--- src/rtl/pipelined_shifter.sv ---
// pipelined_shifter: WIDTH-bit left/right shift or rotate with zero, one or edge fill, plus carry, zero flag and tag.
// Latency: an op accepted at edge T is sampled with out_valid at edge T+LOG2W+1 (input register, then LOG2W barrel stages).
// Backpressure: one global enable (!out_valid || out_ready) freezes every stage; in_ready is that enable.
module pipelined_shifter #(
  parameter int WIDTH = 16,
  parameter int TAG_W = 4
) (
  input  logic             clk,
  input  logic             reset,
  input  logic             in_valid,
  output logic             in_ready,
  input  logic [WIDTH-1:0] in_value,
  input  logic [WIDTH-1:0] in_by,
  input  logic             in_dir,
  input  logic [1:0]       in_extend,
  input  logic [TAG_W-1:0] in_tag,
  output logic             out_valid,
  input  logic             out_ready,
  output logic [WIDTH-1:0] out_result,
  output logic             out_carry,
  output logic             out_zero,
  output logic [TAG_W-1:0] out_tag
);

  localparam int LOG2W = $clog2(WIDTH);

  // One in-flight operation: working value, running carry and the controls it still needs.
  typedef struct packed {
    logic [WIDTH-1:0] val;
    logic             carry;
    logic             dir;
    logic             rot;
    logic             fill;
    logic             sat;
    logic [LOG2W-1:0] amt;
    logic [TAG_W-1:0] tag;
  } slot_t;

  logic [LOG2W:0] vld;
  slot_t          pipe      [LOG2W+1];
  slot_t          stage_nxt [LOG2W];
  slot_t          in_slot;
  logic           en;
  logic           zero_q;

  assign out_valid  = vld[LOG2W];
  assign en         = !out_valid || out_ready;
  assign in_ready   = en;
  assign out_result = pipe[LOG2W].val;
  assign out_carry  = pipe[LOG2W].carry;
  assign out_tag    = pipe[LOG2W].tag;
  assign out_zero   = zero_q;

  // Decode the offered operation: fill bit, rotate flag, and saturation for out-of-range amounts
  always_comb begin
    in_slot     = '0;
    in_slot.val = in_value;
    in_slot.dir = in_dir;
    in_slot.rot = (in_extend == 2'd3);
    in_slot.amt = in_by[LOG2W-1:0];
    in_slot.tag = in_tag;
    // Rotate ignores the high amount bits; the other modes saturate on them.
    in_slot.sat = (in_extend != 2'd3) && (|in_by[WIDTH-1:LOG2W]);
    case (in_extend)
      2'd1:    in_slot.fill = 1'b1;
      2'd2:    in_slot.fill = in_dir ? in_value[WIDTH-1] : in_value[0];
      default: in_slot.fill = 1'b0;
    endcase
  end

  for (genvar k = 0; k < LOG2W; k++) begin : g_stage
    localparam int S = 1 << k;
    slot_t cur;
    slot_t nxt;
    assign cur = pipe[k];

    // Barrel level k: move by 2^k when amount bit k is set; the carry rides as an extra bit
    always_comb begin
      nxt = cur;
      if (cur.amt[k]) begin
        if (cur.rot) begin
          if (cur.dir) begin
            nxt.val   = {cur.val[S-1:0], cur.val[WIDTH-1:S]};
            nxt.carry = cur.val[S-1];
          end else begin
            nxt.val   = {cur.val[WIDTH-1-S:0], cur.val[WIDTH-1:WIDTH-S]};
            nxt.carry = cur.val[WIDTH-S];
          end
        end else if (cur.dir) begin
          {nxt.val, nxt.carry} = {{S{cur.fill}}, cur.val[WIDTH-1:S-1]};
        end else begin
          {nxt.carry, nxt.val} = {cur.val[WIDTH-S:0], {S{cur.fill}}};
        end
      end
      // Saturated ops are all fill regardless of the low amount bits; idempotent at every level.
      if (cur.sat) begin
        nxt.val   = {WIDTH{cur.fill}};
        nxt.carry = cur.fill;
      end
    end

    assign stage_nxt[k] = nxt;
  end

  // Advance all slots together under the global enable; reset flushes valids and clears outputs
  always_ff @(posedge clk) begin
    if (reset) begin
      vld    <= '0;
      zero_q <= 1'b0;
      for (int i = 0; i <= LOG2W; i++) begin
        pipe[i] <= '0;
      end
    end else if (en) begin
      vld     <= {vld[LOG2W-1:0], in_valid};
      pipe[0] <= in_slot;
      for (int i = 0; i < LOG2W; i++) begin
        pipe[i+1] <= stage_nxt[i];
      end
      zero_q <= (stage_nxt[LOG2W-1].val == '0);
    end
  end

endmodule

--- config.mk ---
export PLATFORM = sky130hd
export DESIGN_NAME = pipelined_shifter
export DESIGN_NICKNAME = d
export VERILOG_FILES = /design/src/rtl/pipelined_shifter.sv
export SDC_FILE = /design/constraint.sdc
export NUM_CORES = 1
export LEC_CHECK = 0
export ABC_AREA = 1
export BUFFER_PORTS_ARGS = -buffer_cell sky130_fd_sc_hd__buf_2
export CAP_MARGIN = 20
export CORE_MARGIN = 2
export CORE_UTILIZATION = 43
export DETAILED_ROUTE_END_ITERATION = 8
export GPL_TIMING_DRIVEN = 0
export PLACE_DENSITY = 0.61
export SLEW_MARGIN = 5
export SYNTH_ARGS = -nofsm -noshare
export SYNTH_HDL_FRONTEND = slang
export SYNTH_SLANG_ARGS = --single-unit
--- constraint.sdc ---
create_clock -name clk -period 12.6 [get_ports clk]
set_input_delay 0 -clock clk [delete_from_list [all_inputs] [get_ports clk]]
set_output_delay 0 -clock clk [all_outputs]
set_load 0.02 [all_outputs]
==> run_results.csv <==
group,metric,value,unit
run_status,outcome,"finished, final reports clean",
logic_synthesis,synth_cells,735,
die,initial_core_util,44.4,%
detailed_routing,wl,15900,um
sta,slew_violations,0,
clocking,cts_root_buf,"clkbuf_16",
logic_synthesis,yosys_warnings,0,
sta,tns,0,ns
logic_synthesis,synth_edf_count,130,
power,peakVddDrop,0.0884,mV
hold_path,hold_path_class,"in2reg",
layout,design_area,8320,um2
clocking,cts_max_level,4,
setup_path,worstPathRequired,12.74,ns
die,io_pins,67,
hold_path,whs_path_depth,4,
place,dp_hpwl,11500,um
sta,fmax,496,MHz
sta,finalHoldViolCount,0,
logic_synthesis,synthTopCellsByCount,"edfxtp_1 (130), nand2_1 (130), nor2_1 (101)",
logic_synthesis,synth_seq_area_share,59.1,%
setup_path,crit_chain,"inv_1 -> nor2_1 -> inv_2 -> or2_1 -> clkbuf_4 -> buf_16",
sta,finalCritPeriodShare,16.0,%
detailed_routing,drtIter0Drc,355,
die,core,15300,um2
setup_path,cp_slowest_cell,"clkbuf_4",
clocking,cts_setup_buffers,0,
power,power,1.11,mW
logic_synthesis,syn_area,6810,um2
global_route,grt_pass1_vias,5384,
layout,synthToLayoutAreaGrowth,22.2,%
layout,fin_util,54.3,%
layout,multi_input_area,2240,um2
die,die_area,16800,um2
place,gp_congestion,0.876,
job,drv_cap,0,
logic_synthesis,yosys-top-cells-area,"edfxtp_1 (57%), nand2_1 (7.2%), a21oi_1 (6.9%), o211ai_1 (5.8%), nor2_1 (5.6%)",
sta,final-setup-viol-count,0,
clocking,clk_latency,0.42,ns
logic_synthesis,synth_nets,781,
power,p_leak,3.37,nW
clocking,cts-resized-gates,0,
layout,ff_latch_area,4020,um2
layout,final_nets,899,
setup_path,startpoint_type,"register",
sta,fin_crit,2.02,ns
die,die_h,130,um
setup_path,cp.buffers_inverters,4,
layout,drive_gt1_share,16.1,%
logic_synthesis,yosys.cell_types.count,33,
detailed_routing,drc,0,
sta,setup_slack,10.58,ns
sta,final.setup_skew,0.0129,ns
sta,slew_headroom,40.2,%
place,dp_slack,10.54,ns
sta,worst_pin_slew,0.897,ns
clocking,cts.path.max_buffers,2,
detailed_routing,avgRoutedWirePerCell,14.8,um
sta,rsz0062_at_grt,"no",
place,place_area,7430,um2
sta,whs,0.0753,ns
setup_path,rr_worst_depth,6,
clocking,cts_buffers,17,
setup_path,end_kind,"register",
setup_path,slowest_delay,0.51,ns
clocking,clk_pin_slew,0.06,ns
place,port_buffers,66,
layout,fillCellCount,1403,
global_route,antenna_found_initial,0,
layout,num_antenna_cells,0,
power,p_per_area,134,nW/um2
die,dieWidth,130,um
place,dp.cells,1013,
logic_synthesis,synth.avg_cell_area,9.26,um2
logic_synthesis,yosysTopAreaCell,"edfxtp_1",
logic_synthesis,synthFlopType,"edfxtp_1",
layout,final_cells,1077,
setup_path,cp_max_fo,71,
global_route,grt_pass1_wl,25900,um
setup_path,crit_family,"buffers and inverters",
setup_path,crit_cells,6,
global_route,grt_max_degree,72,
clocking,cts_tree,"done",
global_route,track_usage,20.1,%
clocking,cts_num_sinks,136,
die,rows,45,
global_route,gr-total-overflow,0,
detailed_routing,avgViaCountPerCell,5.00,
logic_synthesis,synth_seq_cells,136,
detailed_routing,dr_total_vias,5383,
detailed_routing,dr.pass1.iters,5,
detailed_routing,drtAntennaViolNets,0,
setup_path,crit_type,"reg2reg",
logic_synthesis,synth_top_cell_area_share,57.4,%
setup_path,crit_arrival,2.15,ns
logic_synthesis,async_flop_share,0,%
[area by class of cell]
| cell class | count | share of cell area (%) |
|---|---|---|
| flip-flops and latches | 136 | 48.4 |
| multi-input cells | 465 | 27.0 |
| repair buffers | 99 | 8.15 |
| clock buffers | 17 | 5.11 |
| inverters | 88 | 3.97 |
| well taps | 211 | 3.17 |
| plain buffers | 46 | 2.53 |
| clock inverters | 15 | 1.71 |
[placed cells by master, fill, tap and decap left out, types with 15 or more instances in the layout]
cell type      count
inv_1             78
clkbuf_16         17
nor2_1           101
clkbuf_1          18
nand2_1          130
dlygate4sd3_1     32
nand3_1           38
o211ai_1          53
edfxtp_1         130
a21oi_1           94
o21ai_0           15
buf_2             90
[path summary, 6_finish.rpt]
path                start          end  slack [ns]
max                vld[4]  pipe[0][26]       10.58
min          in_extend[0]  pipe[0][10]        0.08
max reg2reg        vld[4]  pipe[0][26]       10.58
min reg2reg        vld[1]       vld[1]        0.48
[logic make-up (layout without fill, tap and decap cells)]
kind of cell	after synthesis	after routing	share of synthesized area, %
DFF	136	136	59.1
buffers and inverters	134	265	7.89
AOI/OAI and AO/OA	183	183	15.9
adders and majority gates	3	3	0.552
and+or+nand+nor	279	279	16.6
[flip-flops by register name, indices dropped and copies added, names as in the netlist]
signal / flops
pipe: 130
vld: 5
out_zero: 1
[per-layer routing]
layer | vias up | track usage, % | share of wire (%)
li1 | 2756 | - | -
met1 | 2437 | 21.1 | 39
met2 | 151 | 37.7 | 54
met3 | 39 | 3.44 | 3.2
met4 | 0 | 11.9 | 4.1
met5 | - | 0 | 0
[repair_timing]
action,4_1_cts,5_1_grt
endpoints found under the hold margin,29,0
hold buffers,32,0
setup endpoints to repair,0,0
[worst reg2reg max path, cell delays in order, from the launching register on]
cell	delay [ns]
dfxtp_1	0.32
inv_1	0.05
nor2_1	0.14
inv_2	0.06
or2_1	0.20
clkbuf_4	0.51
buf_16	0.43
[power by group]
| part | internal (mW) | leakage, nW | switching, mW | total (mW) |
|---|---|---|---|---|
| clock | 0.275 | 0.274 | 0.198 | 0.474 |
| combinational | 0.0424 | 1.49 | 0.0631 | 0.105 |
| sequential | 0.519 | 1.61 | 0.0150 | 0.534 |
(Power assumes the default switching activity.)
